`config.mk`:
```
export PLATFORM = sky130hd
export DESIGN_NAME = noise_cdf_loader_flat
export DESIGN_NICKNAME = d
export VERILOG_FILES = /design/src/rtl/noise_pkg.sv /design/src/rtl/noise_cdf_loader_if.sv /design/src/rtl/cdf_sat_accum.sv /design/src/rtl/noise_cdf_loader.sv /design/src/flat_wrapper.sv
export SDC_FILE = /design/constraint.sdc
export NUM_CORES = 1
export LEC_CHECK = 0
export CORE_MARGIN = 4
export CORE_UTILIZATION = 48
export CTS_CLUSTER_SIZE = 20
export DETAILED_ROUTE_END_ITERATION = 16
export GPL_TIMING_DRIVEN = 0
export HOLD_SLACK_MARGIN = 0.12
export MAX_ROUTING_LAYER = met4
export PLACE_DENSITY = 0.71
export SLEW_MARGIN = 20
export SYNTH_ARGS = -nofsm -noshare
export SYNTH_HDL_FRONTEND = slang
export SYNTH_SLANG_ARGS = --single-unit
```
`constraint.sdc`:
```
create_clock -name clk -period 8.3 [get_ports clk]
set_clock_uncertainty 0.2 [all_clocks]
set_input_delay 2.49 -clock clk [delete_from_list [all_inputs] [get_ports clk]]
set_output_delay 2.49 -clock clk [all_outputs]
set_load 0.03 [all_outputs]
```
`src/rtl/noise_pkg.sv`:
```
// Shared types and table geometry for the noise generator and its CDF table loader.
package noise_pkg;

    localparam int unsigned NOISE_TABLE_ENTRIES = 128;
    localparam int unsigned NOISE_DATA_W        = 64;
    localparam int unsigned NOISE_IDX_W         = 8;

    typedef enum logic [2:0] {
        StIdle,
        StLoad,
        StFlush,
        StWaitDone,
        StReady,
        StError
    } loader_state_e;

endpackage

```
`src/rtl/noise_cdf_loader_if.sv`:
```
// PDF input stream, table-write bus and status lines between the CDF loader and its neighbours.
// master: the loader itself; slave: host/config path plus noise generator.
interface noise_cdf_loader_if
    import noise_pkg::*;
#(
    parameter int unsigned DATA_W = NOISE_DATA_W,
    parameter int unsigned IDX_W  = NOISE_IDX_W
);
    logic              start;
    logic [DATA_W-1:0] pdf_data;
    logic              pdf_valid;
    logic              pdf_ready;
    logic [DATA_W-1:0] mem_data;
    logic [IDX_W-1:0]  location;
    logic              load_mem;
    logic              done_wait;
    logic              busy;
    logic              table_ready;
    logic              error;
    logic              overflow;

    modport master (
        input  start, pdf_data, pdf_valid, done_wait,
        output pdf_ready, mem_data, location, load_mem, busy, table_ready, error, overflow
    );

    modport slave (
        output start, pdf_data, pdf_valid, done_wait,
        input  pdf_ready, mem_data, location, load_mem, busy, table_ready, error, overflow
    );

endinterface

```
`src/rtl/cdf_sat_accum.sv`:
```
// Saturating accumulator: sum clamps at all-ones on carry-out and a sticky overflow flag records
// that it happened. clr_i has priority over en_i.
module cdf_sat_accum #(
    parameter int unsigned DATA_W = 64
) (
    input  logic              clk,
    input  logic              rstn,
    input  logic              clr_i,
    input  logic              en_i,
    input  logic [DATA_W-1:0] data_i,
    output logic [DATA_W-1:0] sum_o,
    output logic              ovf_o
);

    logic [DATA_W-1:0] sum_q, sum_d;
    logic              ovf_q, ovf_d;
    logic [DATA_W:0]   add;

    // Next sum: one-bit-wider add, carry means saturate.
    always_comb begin
        add   = {1'b0, sum_q} + {1'b0, data_i};
        sum_d = sum_q;
        ovf_d = ovf_q;
        if (clr_i) begin
            sum_d = '0;
            ovf_d = 1'b0;
        end else if (en_i) begin
            sum_d = add[DATA_W] ? '1 : add[DATA_W-1:0];
            ovf_d = ovf_q | add[DATA_W];
        end
    end

    // Accumulator state.
    always_ff @(posedge clk or negedge rstn) begin
        if (!rstn) begin
            sum_q <= '0;
            ovf_q <= 1'b0;
        end else begin
            sum_q <= sum_d;
            ovf_q <= ovf_d;
        end
    end

    assign sum_o = sum_q;
    assign ovf_o = ovf_q;

endmodule

```
`src/rtl/noise_cdf_loader.sv`:
```
// Builds the noise generator's CDF table from a PDF weight stream and writes it via load_mem.
// Optional build macro CDF_FORCE_FULL_SCALE_EN: forces the last table entry to all-ones.
module noise_cdf_loader
    import noise_pkg::*;
#(
    parameter int unsigned NUM_ENTRIES  = NOISE_TABLE_ENTRIES,
    parameter int unsigned DATA_W       = NOISE_DATA_W,
    parameter int unsigned IDX_W        = NOISE_IDX_W,
    parameter int unsigned FLUSH_BEATS  = 2,
    parameter int unsigned DONE_TIMEOUT = 1024
) (
    input  logic               clk,
    input  logic               rstn,
    noise_cdf_loader_if.master bus
);

    localparam int unsigned FlushW = (FLUSH_BEATS > 0) ? $clog2(FLUSH_BEATS + 1) : 1;
    localparam int unsigned TmoW   = (DONE_TIMEOUT > 1) ? $clog2(DONE_TIMEOUT + 1) : 1;
    localparam logic [IDX_W-1:0]  LastIdx   = IDX_W'(NUM_ENTRIES - 1);
    localparam logic [FlushW-1:0] FlushLast = FlushW'(FLUSH_BEATS);
    localparam logic [TmoW-1:0]   TmoLast   = TmoW'(DONE_TIMEOUT - 1);

    loader_state_e     state_q, state_d;
    logic [IDX_W-1:0]  cnt_q, cnt_d;
    logic [IDX_W-1:0]  loc_q, loc_d;
    logic              load_q, load_d;
    logic [FlushW-1:0] flush_q, flush_d;
    logic [TmoW-1:0]   tmo_q, tmo_d;
    logic              accept;
    logic              clr;
    logic [DATA_W-1:0] sum;
    logic              ovf;

    // Running CDF; its register output doubles as mem_data, giving the 1-cycle write latency.
    cdf_sat_accum #(
        .DATA_W (DATA_W)
    ) u_accum (
        .clk    (clk),
        .rstn   (rstn),
        .clr_i  (clr),
        .en_i   (accept),
        .data_i (bus.pdf_data),
        .sum_o  (sum),
        .ovf_o  (ovf)
    );

    // Next-state and counter control. FLUSH starts on the cycle the last entry is written and
    // adds FLUSH_BEATS further strobes before WAIT_DONE.
    always_comb begin
        state_d = state_q;
        cnt_d   = cnt_q;
        loc_d   = loc_q;
        load_d  = 1'b0;
        flush_d = flush_q;
        tmo_d   = tmo_q;
        accept  = 1'b0;
        clr     = 1'b0;
        unique case (state_q)
            StIdle, StReady, StError: begin
                if (bus.start) begin
                    state_d = StLoad;
                    cnt_d   = '0;
                    loc_d   = '0;
                    clr     = 1'b1;
                end
            end
            StLoad: begin
                accept = bus.pdf_valid;
                if (accept) begin
                    load_d = 1'b1;
                    loc_d  = cnt_q;
                    if (cnt_q == LastIdx) begin
                        state_d = StFlush;
                        flush_d = '0;
                    end else begin
                        cnt_d = cnt_q + 1'b1;
                    end
                end
            end
            StFlush: begin
                if (flush_q == FlushLast) begin
                    state_d = StWaitDone;
                    tmo_d   = '0;
                end else begin
                    load_d  = 1'b1;
                    flush_d = flush_q + 1'b1;
                end
            end
            StWaitDone: begin
                // done_wait takes priority over the timeout on the same cycle.
                if (bus.done_wait) begin
                    state_d = StReady;
                end else if (tmo_q == TmoLast) begin
                    state_d = StError;
                end else begin
                    tmo_d = tmo_q + 1'b1;
                end
            end
            default: state_d = StIdle;
        endcase
    end

    // State and counter registers; reset aborts any load in flight.
    always_ff @(posedge clk or negedge rstn) begin
        if (!rstn) begin
            state_q <= StIdle;
            cnt_q   <= '0;
            loc_q   <= '0;
            load_q  <= 1'b0;
            flush_q <= '0;
            tmo_q   <= '0;
        end else begin
            state_q <= state_d;
            cnt_q   <= cnt_d;
            loc_q   <= loc_d;
            load_q  <= load_d;
            flush_q <= flush_d;
            tmo_q   <= tmo_d;
        end
    end

`ifdef CDF_FORCE_FULL_SCALE_EN
    // Last bin reads full scale so every uniform sample lands in some bin.
    assign bus.mem_data = (loc_q == LastIdx) ? '1 : sum;
`else
    assign bus.mem_data = sum;
`endif

    assign bus.location    = loc_q;
    assign bus.load_mem    = load_q;
    assign bus.overflow    = ovf;
    assign bus.pdf_ready   = (state_q == StLoad);
    assign bus.busy        = (state_q == StLoad) || (state_q == StFlush) ||
                             (state_q == StWaitDone);
    assign bus.table_ready = (state_q == StReady);
    assign bus.error       = (state_q == StError);

endmodule

```
`src/flat_wrapper.sv`:
```
// flat-port wrapper written by rule: the top's interface ports become plain ports
module noise_cdf_loader_flat import noise_pkg::*;
#(
    parameter int unsigned NUM_ENTRIES  = NOISE_TABLE_ENTRIES,
    parameter int unsigned DATA_W       = NOISE_DATA_W,
    parameter int unsigned IDX_W        = NOISE_IDX_W,
    parameter int unsigned FLUSH_BEATS  = 2,
    parameter int unsigned DONE_TIMEOUT = 1024
)
  (clk, rstn, bus_start, bus_pdf_data, bus_pdf_valid, bus_done_wait, bus_pdf_ready, bus_mem_data, bus_location, bus_load_mem, bus_busy, bus_table_ready, bus_error, bus_overflow);
  noise_cdf_loader_if #(.DATA_W(DATA_W), .IDX_W(IDX_W)) bus_i ();
  input  logic clk;
  input  logic rstn;
  input wire logic [$bits(bus_i.start)-1:0] bus_start;
  input wire logic [$bits(bus_i.pdf_data)-1:0] bus_pdf_data;
  input wire logic [$bits(bus_i.pdf_valid)-1:0] bus_pdf_valid;
  input wire logic [$bits(bus_i.done_wait)-1:0] bus_done_wait;
  output wire logic [$bits(bus_i.pdf_ready)-1:0] bus_pdf_ready;
  output wire logic [$bits(bus_i.mem_data)-1:0] bus_mem_data;
  output wire logic [$bits(bus_i.location)-1:0] bus_location;
  output wire logic [$bits(bus_i.load_mem)-1:0] bus_load_mem;
  output wire logic [$bits(bus_i.busy)-1:0] bus_busy;
  output wire logic [$bits(bus_i.table_ready)-1:0] bus_table_ready;
  output wire logic [$bits(bus_i.error)-1:0] bus_error;
  output wire logic [$bits(bus_i.overflow)-1:0] bus_overflow;
  assign bus_i.start = bus_start;
  assign bus_i.pdf_data = bus_pdf_data;
  assign bus_i.pdf_valid = bus_pdf_valid;
  assign bus_i.done_wait = bus_done_wait;
  assign bus_pdf_ready = bus_i.pdf_ready;
  assign bus_mem_data = bus_i.mem_data;
  assign bus_location = bus_i.location;
  assign bus_load_mem = bus_i.load_mem;
  assign bus_busy = bus_i.busy;
  assign bus_table_ready = bus_i.table_ready;
  assign bus_error = bus_i.error;
  assign bus_overflow = bus_i.overflow;
  noise_cdf_loader #(.NUM_ENTRIES(NUM_ENTRIES), .DATA_W(DATA_W), .IDX_W(IDX_W), .FLUSH_BEATS(FLUSH_BEATS), .DONE_TIMEOUT(DONE_TIMEOUT)) u_core (.clk(clk), .rstn(rstn), .bus(bus_i));
endmodule
```
==> results of run 1 <==
[worst max-delay path, delay by kind of cell]
family          cells  cell delay [ns]
fa+ha+maj           2             0.66
buf+inv             1             0.41
simple gates        3             0.90
compound gates      7             1.69
[routing by layer]
metal	global-route usage	share of wire
met2	0.4011	0.46
met4	0.06327	0.015
met3	0.04583	0.061
met1	0.3694	0.47
met5	-	0
[flip-flops by register name (all words and copies together) (netlist names)]
name	cells
u_core.flush_q	2
u_core.tmo_q	11
u_core.bus.load_mem	1
u_core.cnt_q	8
u_core.u_accum.sum_o	64
u_core.u_accum.ovf_o	1
u_core.bus.location	8
u_core.state_q	3
[cell type report]
type / count / area [sq um]
plain buffers: 60 / 267.8
repair buffers: 147 / 1490
fillers: 1385 / 5982
inverters: 22 / 82.58
clock buffers: 10 / 239.0
multi-input cells: 767 / 4949
well taps: 216 / 270.3
clock inverters: 6 / 95.09
flip-flops and latches: 98 / 2452
[synthesized netlist by cell type (2+ instances only)]
cell type	instances
o211ai_1	7
nor2b_1	9
and4_1	3
a311oi_1	3
o31ai_1	6
nand4_1	28
xor2_1	33
and2_1	6
nor4_1	2
nor3_1	13
buf_4	2
a41oi_1	2
a221o_1	3
a21oi_1	143
o21a_1	9
a211oi_1	7
or3_1	9
clkbuf_1	42
nand2_1	89
o221ai_1	3
and3_1	7
nor2_1	59
a21o_1	33
nand3_1	35
xnor2_1	35
inv_1	21
ha_1	67
dfrtp_1	98
a21boi_0	2
buf_6	3
or4_1	3
buf_1	3
o21ai_0	48
mux2i_1	3
nor2_4	2
o21bai_1	8
buf_2	9
a221oi_1	3
o21ai_1	6
a31oi_1	53
nand2b_1	4
or2_2	2
[where the power goes]
part	leakage, nW	total (mW)	internal, mW	switching [mW]
clock	0.164	0.481	0.276	0.205
sequential	1.25	0.838	0.667	0.171
combinational	2.87	2.83	1.12	1.71
total	4.28	4.15	2.06	2.09
[how the worst min path moves through the flow]
| stage | cells past startpoint | slack, ns | to | from |
|---|---|---|---|---|
| floorplan | 2 | 0.25 | u_core.flush_q[1] | u_core.flush_q[1] |
| global placement | 2 | 0.27 | u_core.flush_q[1] | u_core.flush_q[1] |
| detailed placement | 1 | 0.27 | u_core.flush_q[0] | u_core.flush_q[0] |
| CTS | 2 | 0.30 | u_core.flush_q[1] | u_core.flush_q[1] |
| global route | 2 | 0.31 | u_core.bus.location[2] | u_core.bus.location[2] |
| finish | 2 | 0.30 | u_core.u_accum.ovf_o | u_core.u_accum.ovf_o |
[logic make-up (layout without fill, tap and decap cells)]
family / after synthesis / in the layout / synth area share
compound gates: 350 / 350 / 0.2736
xor+xnor: 68 / 68 / 0.07684
fa+ha+maj: 68 / 68 / 0.1107
buf+inv: 82 / 245 / 0.04520
flops: 98 / 98 / 0.3164
mux: 4 / 4 / 0.005327
simple gates: 277 / 277 / 0.1719
==> key figures, run 1 <==
Detailed routing
  – DR vias: approximately 7700
  – WL/cell: 17.74 microns
  – First-pass DRT Iterations: 5
  – Vias per inst: 5.817
  – Final ANT Viol Nets: 0
  – Total wire length: roughly 24 mm
  – DRC Markers: 0
  – DRT iter0 DRCs: 411

STA
  – Worst-Margin Slew: 0.9655 ns
  – Min Hold Slack: 0.2968 ns
  – Final Max Slew Viols: 0
  – Worst rel slew slack: 0.3514
  – Period Utilization, post-route: 0.7375
  – Final Setup Violations: 0
  – Post-route setup TNS: 0 ns
  – RSZ-0062 raised after global routing: false
  – F_max: around 160 MHz
  – Final WS setup: 2.179 ns
  – Final hold viol count: 0
  – Fin crit period: 6.121 ns

Die
  – Initial Util: 0.4897
  – I/O Pins: 147
  – Die area: ~0.018 sq mm
  – Num rows: 46
  – Die height: 135.1 microns
  – Total core area: ~0.016 sq mm
  – Die Wd: roughly 140 microns

Job
  – Max_cap viols: 0

Setup path
  – Crit path from: bus_pdf_data[0]
  – Worst path max stage delay: 0.43 ns
  – Reg-to-reg endpoint: u_core.u_accum.sum_o[60]
  – Crit end category: register
  – Reg2Reg Depth: 12
  – Critical Path Start Type: input port
  – Critical Path AT: 6.15 ns
  – CP Capture Point: u_core.u_accum.sum_o[60]
  – FF-to-FF Start: u_core.u_accum.sum_o[0]
  – Setup CP Type: input port to register
  – Slowest CP cell: fa_1
  – Ordered list of cells on the worst path: clkdlybuf4s50_1 -> ha_1 -> fa_1 -> a21o_1 -> a221o_1 -> nand4_1 -> a31oi_1 -> nor3_2 -> a21oi_2 -> a21o_2 -> a41o_1 -> nor2_4 -> a21oi_1
  – Req. time, crit path: between 8 and 9 ns
  – Worst R2R Setup Slack: 4.30 ns
  – Crit-path max FO: 10

Global route
  – First-pass GRT wire length: ~38 mm
  – Initial antenna violation count: 0
  – Global-route total usage across every layer: 0.2636
  – Vias in the first global route: 7377
  – Largest net degree at the start of global routing: 71
  – Final global-route overflow total: 0

CTS
  – Post-cts repair resize count: 0
  – Setup bufs post-CTS: 0
  – Worst skew pair latency: 0.36 ns
  – Num Clock Sinks: 98
  – H-tree levels: 3
  – Clock Tree Root: clkbuf_16
  – Clk buf depth: 2
  – CTS tree: built
  – Clk slew on worst S/H paths: about 0.070 ns
  – Hold-fix buffers, CTS: 0
  – Cts bufs inserted: 9

Cells and area
  – Commonest non-fill, non-tap cell in the layout: clkdlybuf4s50_1
  – Finished Core Util: 0.6221
  – Most frequent cells in the layout: clkdlybuf4s50_1 (145), a21oi_1 (143), dfrtp_1 (98)
  – Finished Cell Area: between 0.009 and 0.01 sq mm
  – Layout Nets: roughly 1200
  – Share of cells above drive strength 1: 0.04324
  – Layout area overhead: 27.02%
  – Finished Layout Cells: 1326
  – Antenna cell count: 0

Placed design
  – Placed instance area: 0.009512 sq mm
  – Hpwl dp: 18.06 mm
  – Port bufs: around 150
  – Pre-CTS setup slack: 1.847 ns
  – DP Cell Count: around 1300
  – Final estimated routing congestion in global placement: 0.9300

Power
  – Worst VDD drop: 0.2105 mV
  – PwrDens: between 400 and 500 mW/mm^2
  – Leak: between 4 and 5 nW
  – Design Power: 4.153 mW

Logic synthesis
  – Top-area cell type share of the netlist area: 0.3164
  – Mapped Area: just under 0.008 sq mm
  – Post-synth EDFFs: 0
  – Mapped Cells: 947
  – Synthesis warning total: 0
  – Syn_area_per_cell: 8.185 sq um
  – Synth cell types: 66
  – Syn nets: ~1100
  – Predominant post-synthesis flop cell: dfrtp_1
  – Yosys reg bits: approximately 100
  – Largest cells by area after synthesis: dfrtp_1 (32%), ha_1 (11%), a21oi_1 (9.2%), nand2_1 (4.3%), a31oi_1 (4.3%)
  – Area leader, netlist: dfrtp_1
  – Post-synthesis sequential area ratio: 0.3164
  – Fraction of registers with async set/reset: 1.000

Min path
  – HP Class: register to register

Outcome
  – Status: finished, final reports clean
Note: power is estimated with default switching activity, not from simulation.
==> run 2: changes to the inputs <==
- PLACE_DENSITY: 0.71 -> 0.73
- clock period: 8.3 -> 5.55 ns (I/O delays scaled with it)
==> run 2 against run 1 <==
Critical path type unchanged. Largest power group unchanged. Critical endpoint unchanged. First-iteration DRC count is 30% higher. Final area is 0.18% lower. Non-clock buffer count stayed put. Sequential power is 49% higher. Critical path depth stayed put. Register-to-register slack worse by 2.7 ns.
==> key figures, run 2 (synthesis gave the netlist of run 1 again) <==
Placed design
  – Final estimated routing congestion in global placement: 0.9352
  – Pre-CTS setup slack: -0.03790 ns
  – Hpwl dp: roughly 18 mm
  – DP Cell Count: 1310
  – Port bufs: 146

Cells and area
  – Share of cells above drive strength 1: 0.04238
  – Layout Nets: 1242
  – Finished Core Util: 0.6209
  – Max reg flops: 64
  – Most frequent cells in the layout: clkdlybuf4s50_1 (145), a21oi_1 (143), dfrtp_1 (98)
  – Layout area overhead: 26.80%
  – Finished Layout Cells: 1325
  – Antenna cell count: 0
  – Commonest non-fill, non-tap cell in the layout: clkdlybuf4s50_1

CTS
  – Num Clock Sinks: just under 100
  – Hold-fix buffers, CTS: 0
  – Post-cts repair resize count: 0
  – H-tree levels: 3
  – CTS tree: built
  – Setup bufs post-CTS: 0
  – Clk slew on worst S/H paths: 0.07 ns
  – Clk buf depth: 2
  – Worst skew pair latency: 0.36 ns
  – Cts bufs inserted: 9
  – Clock Tree Root: clkbuf_16

Detailed routing
  – Final ANT Viol Nets: 0
  – WL/cell: 17.41 microns
  – DRT iter0 DRCs: 535
  – First-pass DRT Iterations: 5
  – Vias per inst: 5.820
  – DRC Markers: 0
  – DR vias: 7711
  – Total wire length: 23.07 mm

Die
  – Total core area: about 0.016 sq mm
  – I/O Pins: between 100 and 150
  – Num rows: 46
  – Initial Util: 0.4897
  – Die height: 135.1 microns
  – Die area: around 0.018 sq mm
  – Die Wd: 135.1 microns

Power
  – Leak: roughly 4.3 nW
  – Worst VDD drop: 0.3156 mV
  – Seq pwr share: 0.203
  – PwrDens: roughly 630 mW/mm^2
  – Combinational Power Share: 0.684
  – Clock power frac: 0.113
  – Int Pwr: 3.069 mW
  – Sw Share: 0.5033
  – Design Power: 6.178 mW
  – Sw power: 3.109 mW

STA
  – Period Utilization, post-route: 0.9460
  – RSZ-0062 raised after global routing: false
  – Final Setup Violations: 0
  – Final WS setup: 0.2996 ns
  – Final hold viol count: 0
  – Final Max Slew Viols: 0
  – Fin crit period: 5.250 ns
  – F_max: 190.5 MHz
  – Worst rel slew slack: 0.3808
  – Worst-Margin Slew: 0.9216 ns

Global route
  – Vias in the first global route: 7390
  – Global-route total usage across every layer: 0.2612
  – Final global-route overflow total: 0
  – Largest net degree at the start of global routing: 77
  – Initial antenna violation count: 0
  – First-pass GRT wire length: 37.57 mm

Setup path
  – Crit-path max FO: 10
  – Crit end category: register
  – Critical Path Start Type: input port
  – Req. time, crit path: 5.57 ns
  – Setup CP Type: input port to register
  – Critical Path AT: roughly 5.3 ns

Outcome
  – Status: finished, final reports clean

Job
  – Max_cap viols: 0

Min path
  – HP Class: register to register
==> run 2: layout make-up <==
class / count / area, sq um
plain buffers: 60 / 267.8
clock buffers: 9 / 225.2
clock inverters: 6 / 91.34
fillers: 1400 / 6000
inverters: 22 / 82.58
multi-input cells: 767 / 4949
flip-flops and latches: 98 / 2452
well taps: 216 / 270.3
repair buffers: 147 / 1490
==> run 2: power groups by stage <==
stage | sequential (mW) | combinational [mW] | clock, mW
after global routing | 1.29 | 4.64 | 0.734
after detailed placement | 1.26 | 4.19 | 0
final | 1.25 | 4.23 | 0.696
after global placement | 1.25 | 4.15 | 0
after floorplan | 1.67 | 2.51 | 0
after CTS | 1.25 | 4.21 | 0.707
==> run 2: final timing paths <==
kind / startpoint / to / slack, ns / cells after the start
max in group asynchronous: rstn / u_core.u_accum.sum_o[3] / 3.54 / 2
worst min register to register: u_core.flush_q[0] / u_core.flush_q[0] / 0.28 / 1
worst min-delay path: u_core.flush_q[0] / u_core.flush_q[0] / 0.28 / 1
worst max-delay path: bus_pdf_data[0] / u_core.u_accum.sum_o[60] / 0.30 / 13
min in group asynchronous: rstn / u_core.bus.location[6] / 0.95 / 1
worst max register to register: u_core.u_accum.sum_o[0] / u_core.u_accum.sum_o[60] / 1.58 / 12
==> run 2: per-layer routing <==
| metal | GRT usage | vias up | wire, microns |
|---|---|---|---|
| met5 | - | - | 0 |
| met1 | 0.3688 | 3618 | 10770 |
| met2 | 0.3972 | 265 | 10510 |
| li1 | - | 3802 | - |
| met4 | 0.06159 | 0 | 320 |
| met3 | 0.04173 | 26 | 1473 |
==> run 2: through the flow <==
step	hold WS, ns	TNS (ns)	cell area, sq um
after floorplan	0.2524	0	7751
after global placement	0.2692	-126.50	9483
after detailed placement	0.2755	-0.3679	9512
after CTS	0.2852	0	9828
after global routing	0.3219	0	9828
final	0.2833	0	9828
==> run 2: worst max-delay path, cell delays in order <==
cell and delay (ns):
clkdlybuf4s50_1 0.40, ha_1 0.22, fa_1 0.42, a21o_1 0.21, a221o_1 0.38, nand4_1 0.18, a31oi_1 0.14, nor3_2 0.41
a21oi_2 0.16, a21o_2 0.28, a41o_1 0.36, nor2_4 0.30, a21oi_1 0.13
